==> config.mk <==
export PLATFORM = sky130hd
export DESIGN_NAME = io_input
export DESIGN_NICKNAME = d
export VERILOG_FILES = /design/src/rtl/io_input_pkg.sv /design/src/rtl/io_fifo.sv /design/src/rtl/io_input.sv
export VERILOG_INCLUDE_DIRS = /design/src /design/src/rtl
export SDC_FILE = /design/constraint.sdc
export NUM_CORES = 1
export LEC_CHECK = 0
export ABC_AREA = 1
export ABC_CLOCK_PERIOD_IN_PS = 5800
export BUFFER_PORTS_ARGS = -buffer_cell sky130_fd_sc_hd__buf_2
export CORE_MARGIN = 5
export CORE_UTILIZATION = 40
export CTS_BUF_LIST = sky130_fd_sc_hd__clkbuf_4 sky130_fd_sc_hd__clkbuf_8 sky130_fd_sc_hd__clkbuf_16
export DETAILED_ROUTE_END_ITERATION = 6
export PLACE_DENSITY = 0.63
export SYNTH_ARGS = -nofsm -noshare
export SYNTH_HDL_FRONTEND = slang
export SYNTH_HIERARCHICAL = 1
export SYNTH_SLANG_ARGS = --single-unit
==> constraint.sdc <==
create_clock -name clk -period 5.8 [get_ports clk]
set_input_delay 0 -clock clk [delete_from_list [all_inputs] [get_ports clk]]
set_output_delay 0 -clock clk [all_outputs]
set_load 0.05 [all_outputs]
==> src/rtl/defines.vh <==
// Shared macros for the io_input block.
//   WORD_SIZE : width of the core's data word
//   IO_EOF    : word returned on an input read when no byte is buffered (-1)
//   ASCII_CR  : carriage return byte
//   ASCII_LF  : line feed byte
`ifndef IO_INPUT_DEFINES_VH
`define IO_INPUT_DEFINES_VH

`define WORD_SIZE 16
`define IO_EOF    {`WORD_SIZE{1'b1}}
`define ASCII_CR  8'h0D
`define ASCII_LF  8'h0A

`endif

==> src/rtl/io_input_pkg.sv <==
// Package for the io_input block: byte width, default FIFO geometry and the
// helper that widens a buffered byte to a core word.
`include "defines.vh"

package io_input_pkg;

  localparam int BYTE_W        = 8;
  localparam int DEFAULT_DEPTH = 16;
  localparam int DEFAULT_AW    = 4;

  // A byte is always delivered zero-extended, so 8'hFF can never be
  // confused with the all-ones EOF word.
  function automatic logic [`WORD_SIZE-1:0] zext_byte(input logic [BYTE_W-1:0] b);
    return {{(`WORD_SIZE - BYTE_W){1'b0}}, b};
  endfunction

endpackage

==> src/rtl/io_fifo.sv <==
// Synchronous FIFO used as the input byte buffer.
// Ports:
//   clk, areset       : clock, synchronous active-high reset
//   push, wr_data     : write request and data (ignored when full)
//   pop               : read request (ignored when empty)
//   rd_data           : head entry, valid while !empty
//   full, empty, count: occupancy status, count in 0..DEPTH
module io_fifo
  import io_input_pkg::*;
#(
  parameter int WIDTH  = BYTE_W,
  parameter int DEPTH  = DEFAULT_DEPTH,
  parameter int ADDR_W = DEFAULT_AW
) (
  input  logic              clk,
  input  logic              areset,
  input  logic              push,
  input  logic              pop,
  input  logic [WIDTH-1:0]  wr_data,
  output logic [WIDTH-1:0]  rd_data,
  output logic              full,
  output logic              empty,
  output logic [ADDR_W:0]   count
);

  localparam logic [ADDR_W:0] FULL_CNT = (ADDR_W + 1)'(DEPTH);

  logic [WIDTH-1:0]  mem_q [DEPTH];
  logic [ADDR_W-1:0] wr_ptr_q, wr_ptr_d;
  logic [ADDR_W-1:0] rd_ptr_q, rd_ptr_d;
  logic [ADDR_W:0]   count_q, count_d;
  logic              do_push, do_pop;

  assign full    = (count_q == FULL_CNT);
  assign empty   = (count_q == '0);
  assign count   = count_q;
  assign rd_data = mem_q[rd_ptr_q];

  // Full blocks a push even when a pop happens in the same cycle.
  assign do_push = push && !full;
  assign do_pop  = pop && !empty;

  always_comb begin
    // NOTE: every always_comb output gets a default first so no path leaves it unassigned (no latch).
    wr_ptr_d = wr_ptr_q;
    rd_ptr_d = rd_ptr_q;
    count_d  = count_q;
    // Pointers are ADDR_W bits wide, so +1 wraps modulo DEPTH for free.
    if (do_push) wr_ptr_d = wr_ptr_q + 1'b1;
    if (do_pop)  rd_ptr_d = rd_ptr_q + 1'b1;
    case ({do_push, do_pop})
      2'b10:   count_d = count_q + 1'b1;
      2'b01:   count_d = count_q - 1'b1;
      default: count_d = count_q;
    endcase
  end

  always_ff @(posedge clk) begin
    // NOTE: sequential state uses non-blocking assignments so every flop samples pre-edge values.
    if (areset) begin
      wr_ptr_q <= '0;
      rd_ptr_q <= '0;
      count_q  <= '0;
    end else begin
      wr_ptr_q <= wr_ptr_d;
      rd_ptr_q <= rd_ptr_d;
      count_q  <= count_d;
    end
  end

  // NOTE: storage is deliberately not reset; the pointers alone define which entries are meaningful.
  always_ff @(posedge clk) begin
    if (do_push) mem_q[wr_ptr_q] <= wr_data;
  end

endmodule

==> src/rtl/io_input.sv <==
// io_input: buffers bytes from an external source (valid/ready) and serves
// them one word per in_read strobe to the core; EOF (all ones) when empty.
// Ports:
//   clk, areset          : clock, synchronous active-high reset
//   src_valid, src_data  : byte offered by the source
//   src_ready            : a byte is accepted this cycle if src_valid
//   in_read              : core consumes io_in this cycle
//   io_in                : head byte zero-extended, or EOF when empty
//   in_avail             : buffer non-empty
//   count                : buffered bytes, 0..DEPTH
//   in_underrun          : sticky, in_read seen while empty
// Optional feature macro: IO_INPUT_CRLF_EN -- when defined, CR is stored as
// LF and an LF immediately following an accepted CR is swallowed.
`include "defines.vh"

module io_input
  import io_input_pkg::*;
#(
  parameter int DEPTH  = DEFAULT_DEPTH,
  parameter int ADDR_W = DEFAULT_AW
) (
  input  logic                  clk,
  input  logic                  areset,
  input  logic                  src_valid,
  input  logic [7:0]            src_data,
  output logic                  src_ready,
  input  logic                  in_read,
  output logic [`WORD_SIZE-1:0] io_in,
  output logic                  in_avail,
  output logic [ADDR_W:0]       count,
  output logic                  in_underrun
);

  logic             fifo_push;
  logic             fifo_pop;
  logic [7:0]       fifo_wr_data;
  logic [7:0]       fifo_rd_data;
  logic             fifo_full;
  logic             fifo_empty;
  logic             accept;
  logic             underrun_q, underrun_d;

  // src_ready depends only on registered occupancy, never on in_read.
  assign src_ready = !fifo_full;
  // A handshake coinciding with reset is dropped.
  assign accept    = src_valid && src_ready && !areset;
  assign fifo_pop  = in_read && !fifo_empty;

`ifdef IO_INPUT_CRLF_EN
  logic last_cr_q, last_cr_d;
  logic drop_lf;

  // LF directly after CR completes its handshake but is not stored.
  assign drop_lf      = (src_data == `ASCII_LF) && last_cr_q;
  assign fifo_push    = accept && !drop_lf;
  assign fifo_wr_data = (src_data == `ASCII_CR) ? `ASCII_LF : src_data;

  always_comb begin
    last_cr_d = last_cr_q;
    if (accept) last_cr_d = (src_data == `ASCII_CR);
  end

  always_ff @(posedge clk) begin
    if (areset) last_cr_q <= 1'b0;
    else        last_cr_q <= last_cr_d;
  end
`else
  assign fifo_push    = accept;
  assign fifo_wr_data = src_data;
`endif

  always_comb begin
    underrun_d = underrun_q;
    if (in_read && fifo_empty) underrun_d = 1'b1;
  end

  always_ff @(posedge clk) begin
    if (areset) underrun_q <= 1'b0;
    else        underrun_q <= underrun_d;
  end

  io_fifo #(
    .WIDTH  (8),
    .DEPTH  (DEPTH),
    .ADDR_W (ADDR_W)
  ) u_fifo (
    .clk     (clk),
    .areset  (areset),
    .push    (fifo_push),
    .pop     (fifo_pop),
    .wr_data (fifo_wr_data),
    .rd_data (fifo_rd_data),
    .full    (fifo_full),
    .empty   (fifo_empty),
    .count   (count)
  );

  // Purely from registered state: no bypass from src_data.
  assign io_in       = fifo_empty ? `IO_EOF : zext_byte(fifo_rd_data);
  assign in_avail    = !fifo_empty;
  assign in_underrun = underrun_q;

endmodule

==> impl_results.md <==
* CTS buffer count at 17
* Ant diodes at 0
* Post-Synth Adder-Cell Area at 1.60%
* Worst EP arrival at slightly below 3000 ps
* Vias at between 3000 and 4000
* Via density per instance at approximately 5.0
* Final Cell Area at roughly 0.0072 mm2
* Slew Limit Fails at 0
* Sw Pwr at about 0.0016 W
* Post-route ant nets at 0
* Final hold vios at 0
* CP top delay family: buffers and inverters
* CP required at 5800 ps
* Final Setup Violations at 0
* Detailed Routing Iterations Pass 1 at 5
* Initial Util at between 40% and 50%
* TNS Setup at 0 ps
* Max Freq at roughly 340 MHz
* R2R Setup Slk at 3110 ps
* Per-cell routed wire length at about 17 um
* Cells along the critical path: buf_4 -> inv_1 -> o21ai_0 -> o211ai_1 -> nand2_1 -> or2_1 -> buf_2
* Fin crit period at 2920 ps
* Status: finished clean
* Port bufs at 35
* Layout cell share with drive strength beyond 1 at approximately 15%
* Crit Path Class: reg -> out
* Nets at 557
* Die width at 135 um
* Final Core Density at 47.3%
* Final WL at 13.1 mm
* Most numerous cell in the Yosys netlist: edfxtp_1
* Htree depth at 4
* Worst-case reg-to-reg path depth at 15
* Initial antenna violation count at 0
* Fraction of registers with async set/reset at 0%
* # Max-Cap Violations at 0
* Worst-Margin Slew at 1110 ps
* Synth Register Bits at 146
* P&R area growth vs syn at 15.2%
* Bufs and invs on worst path at 3
* First-pass GRT wire length at about 20 mm
* Register area share after synthesis at 67.2%
* Sequential power share at between 30% and 40%
* Vias in the first global route at around 3600
* Post-Synth XOR/XNOR Area at less than 1%
* Post-placement cell area at 0.00653 mm2
* Number of setup buffers added after CTS at 0
* Cell Rows at 45
* Pint at ~0.0022 W
* GRT overflow at 0
* Hold Path End: u_fifo/mem_q[15][7]$_DFFE_PP_
* DR DRC count at 0
* Unrepaired setup endpoints after global routing: no
* Ys Warns at 6
* Mux cell area share after synthesis at roughly 5.1%
* Largest family of logic cells by synthesized area: compound AO/OA/AOI/OAI gates
* Synth Instances at roughly 500
* Hold Path Depth at 1
* Crit path launch type: flip-flop
* R2R Path Start: u_fifo/count[1]$_SDFFE_PP0P_
* Worst Hold Class: in -> reg
* Later-pin clock latency in the skew report at approximately 420 ps
* Synth unique cells at 31
* Switch share at 42.0%
* Top cells by count, synth: edfxtp_1, inv_1, o21ai_0, a21oi_1, nor2_1
* Final cell count without fillers at 761
* I/O pin cnt at 36
* Combinational power share at between 30% and 40%
* Global placement routability congestion at between 0.7 and 0.8
* Pwr Density at about 530 mW/mm2
* Core area at about 0.015 mm2
* Mapped Nets at approximately 520
* Placed cells at between 700 and 800
* Max stage delay on crit path at ~820 ps
* Clock Pin Slew Worst Setup and Hold Paths at approximately 60 ps
* Slew margin rel. at roughly 26%
* Number of synthesized flops with an enable pin at 128
* Detailed Route Iter0 Violations at around 390
* CTS Buffer Depth at 2
* Compound-gate portion of the synthesized area at between 10 and 15%
* Die Footprint at about 0.018 mm2
* Reg-to-reg critical path endpoint: u_fifo/count[4]$_SDFFE_PP0P_
* GRT Overall Usage at around 15%
* Top FF cell, synth: edfxtp_1
* DP Wirelength at ~8.2 mm
* Share of the synthesized area in the top cell type at between 60 and 70%
* Lkg Pwr at 2.58 nW
* CTS Sinks at 146
* Worst setup EP type: output port
* Root Driver: clkbuf_16
* Post-Synth Simple-Gate Area at under 10%
* Max FO, Critical Path at 33
* Main area contributors after synthesis: edfxtp_1, dfxtp_1, mux2i_1
* Hold Path Origin: src_data[7]
* VDD IR-drop max at around 0.43 mV
* Die Y at between 100 and 150 um
* Synth Area per Inst at around 12 um2
* Pin count of the biggest net entering global routing at 97
* Worst Skew at 9.57 ps
* Post-Synthesis Cell Area at 0.00626 mm2
* Crit path max-delay cell type: inv_1
* Tcrit/Tclk final at 50.4%
* CTS tree: built
* Clock Power Share at between 20% and 30%
* Post-synth top area cell: edfxtp_1
cell type report:
type / count / area (um2)
Timing Repair Buffer: 45 / 273
Fill cell: 1351 / 8050
Clock buffer: 17 / 425
Sequential cell: 146 / 4210
Clock inverter: 15 / 170
Multi-Input combinational cell: 265 / 1630
Tap cell: 211 / 264
Inverter: 62 / 238
state kept, by name (all words and copies together) (netlist names), named ones only:
register	cells
u_fifo/wr_ptr_q	4
u_fifo/mem_q	128
in_underrun	1
u_fifo/rd_ptr_q	4
u_fifo/count	5
power by group through the flow:
stage          clock network (W)  registers [W]  logic [W]
6_report                 0.00109        0.00133    0.00143
3_5_place_dp                   0        0.00135    0.00142
5_1_grt                  0.00116        0.00134    0.00153
2_1_floorplan                  0        0.00131    0.00122
4_1_cts                  0.00111        0.00133    0.00143
3_3_place_gp                   0        0.00135    0.00140
cells in the final DEF, fill, tap and decap left out:
cell type      instances
a21oi_1               40
a21oi_2                1
a31o_1                 1
buf_2                 35
buf_4                  1
bufinv_16              2
clkbuf_16             17
clkinv_1               2
clkinv_2               2
clkinvlp_4             1
dfxtp_1               17
dfxtp_4                1
dlygate4sd3_1          9
edfxtp_1             128
ha_1                   8
inv_1                 59
inv_2                  1
inv_6                  6
inv_8                  4
mux2i_1               32
nand2_1               27
nand2_2                2
nand2_4                2
nand3_1               15
nand3_2                3
nand4_1                5
nor2_1                34
nor2_2                 3
o211ai_1              32
o21ai_0               41
o21ai_1                6
or2_1                  7
or2_2                  1
xor2_1                 4
xor2_2                 1
logic make-up (layout without fill, tap and decap cells):
kind of cell | Yosys count | count (layout)
fa+ha+maj | 8 | 8
xor+xnor | 5 | 5
compound gates | 121 | 121
buf+inv | 93 | 139
mux | 32 | 32
flops | 146 | 146
simple gates | 99 | 99
worst register-to-register path, cell delays in order, from the launching register on:
cell and delay, ps:
dfxtp_1 380, nor2_2 180, nand3_2 110, inv_1 420
nor2_1 170, nand2_4 130, inv_6 50, ha_1 260
ha_1 350, inv_1 70, nor2_2 120, nand2_2 80
nand3_1 90, nand2_1 50, nor2_1 90, nor2_1 50
layer usage:
layer / up-vias / global-route usage (%) / share of wire, %
met5: - / 0 / 0
met4: 0 / 6.44 / 2.2
met3: 21 / 3.91 / 5.7
met2: 108 / 23.0 / 47
met1: 1812 / 19.8 / 45
li1: 1861 / - / -
metrics by stage:
step	hold slack (ps)	setup WS (ps)	total power, W
final	8.39	2880	0.00385
after global routing	10.4	2750	0.00403
after CTS	0.0142	2880	0.00387
after detailed placement	279	3110	0.00277
after global placement	287	3240	0.00275
after floorplan	69.1	2940	0.00253
worst max path at each step:
| stage | end | slack (ps) | cells after the start |
|---|---|---|---|
| after CTS | io_in[1] | 2880 | 7 |
| after global routing | io_in[5] | 2750 | 6 |
| after floorplan | u_fifo/count[4]$_SDFFE_PP0P_ | 2940 | 16 |
| after global placement | u_fifo/count[4]$_SDFFE_PP0P_ | 3240 | 15 |
| after detailed placement | u_fifo/count[4]$_SDFFE_PP0P_ | 3110 | 15 |
| final | io_in[4] | 2880 | 7 |
what timing repair did:
action                    4_1_cts  5_1_grt
gates resized for setup         0        0
hold buffers                    9        0
hold endpoints to repair      101        0
Note: power is estimated with default switching activity, not from simulation.
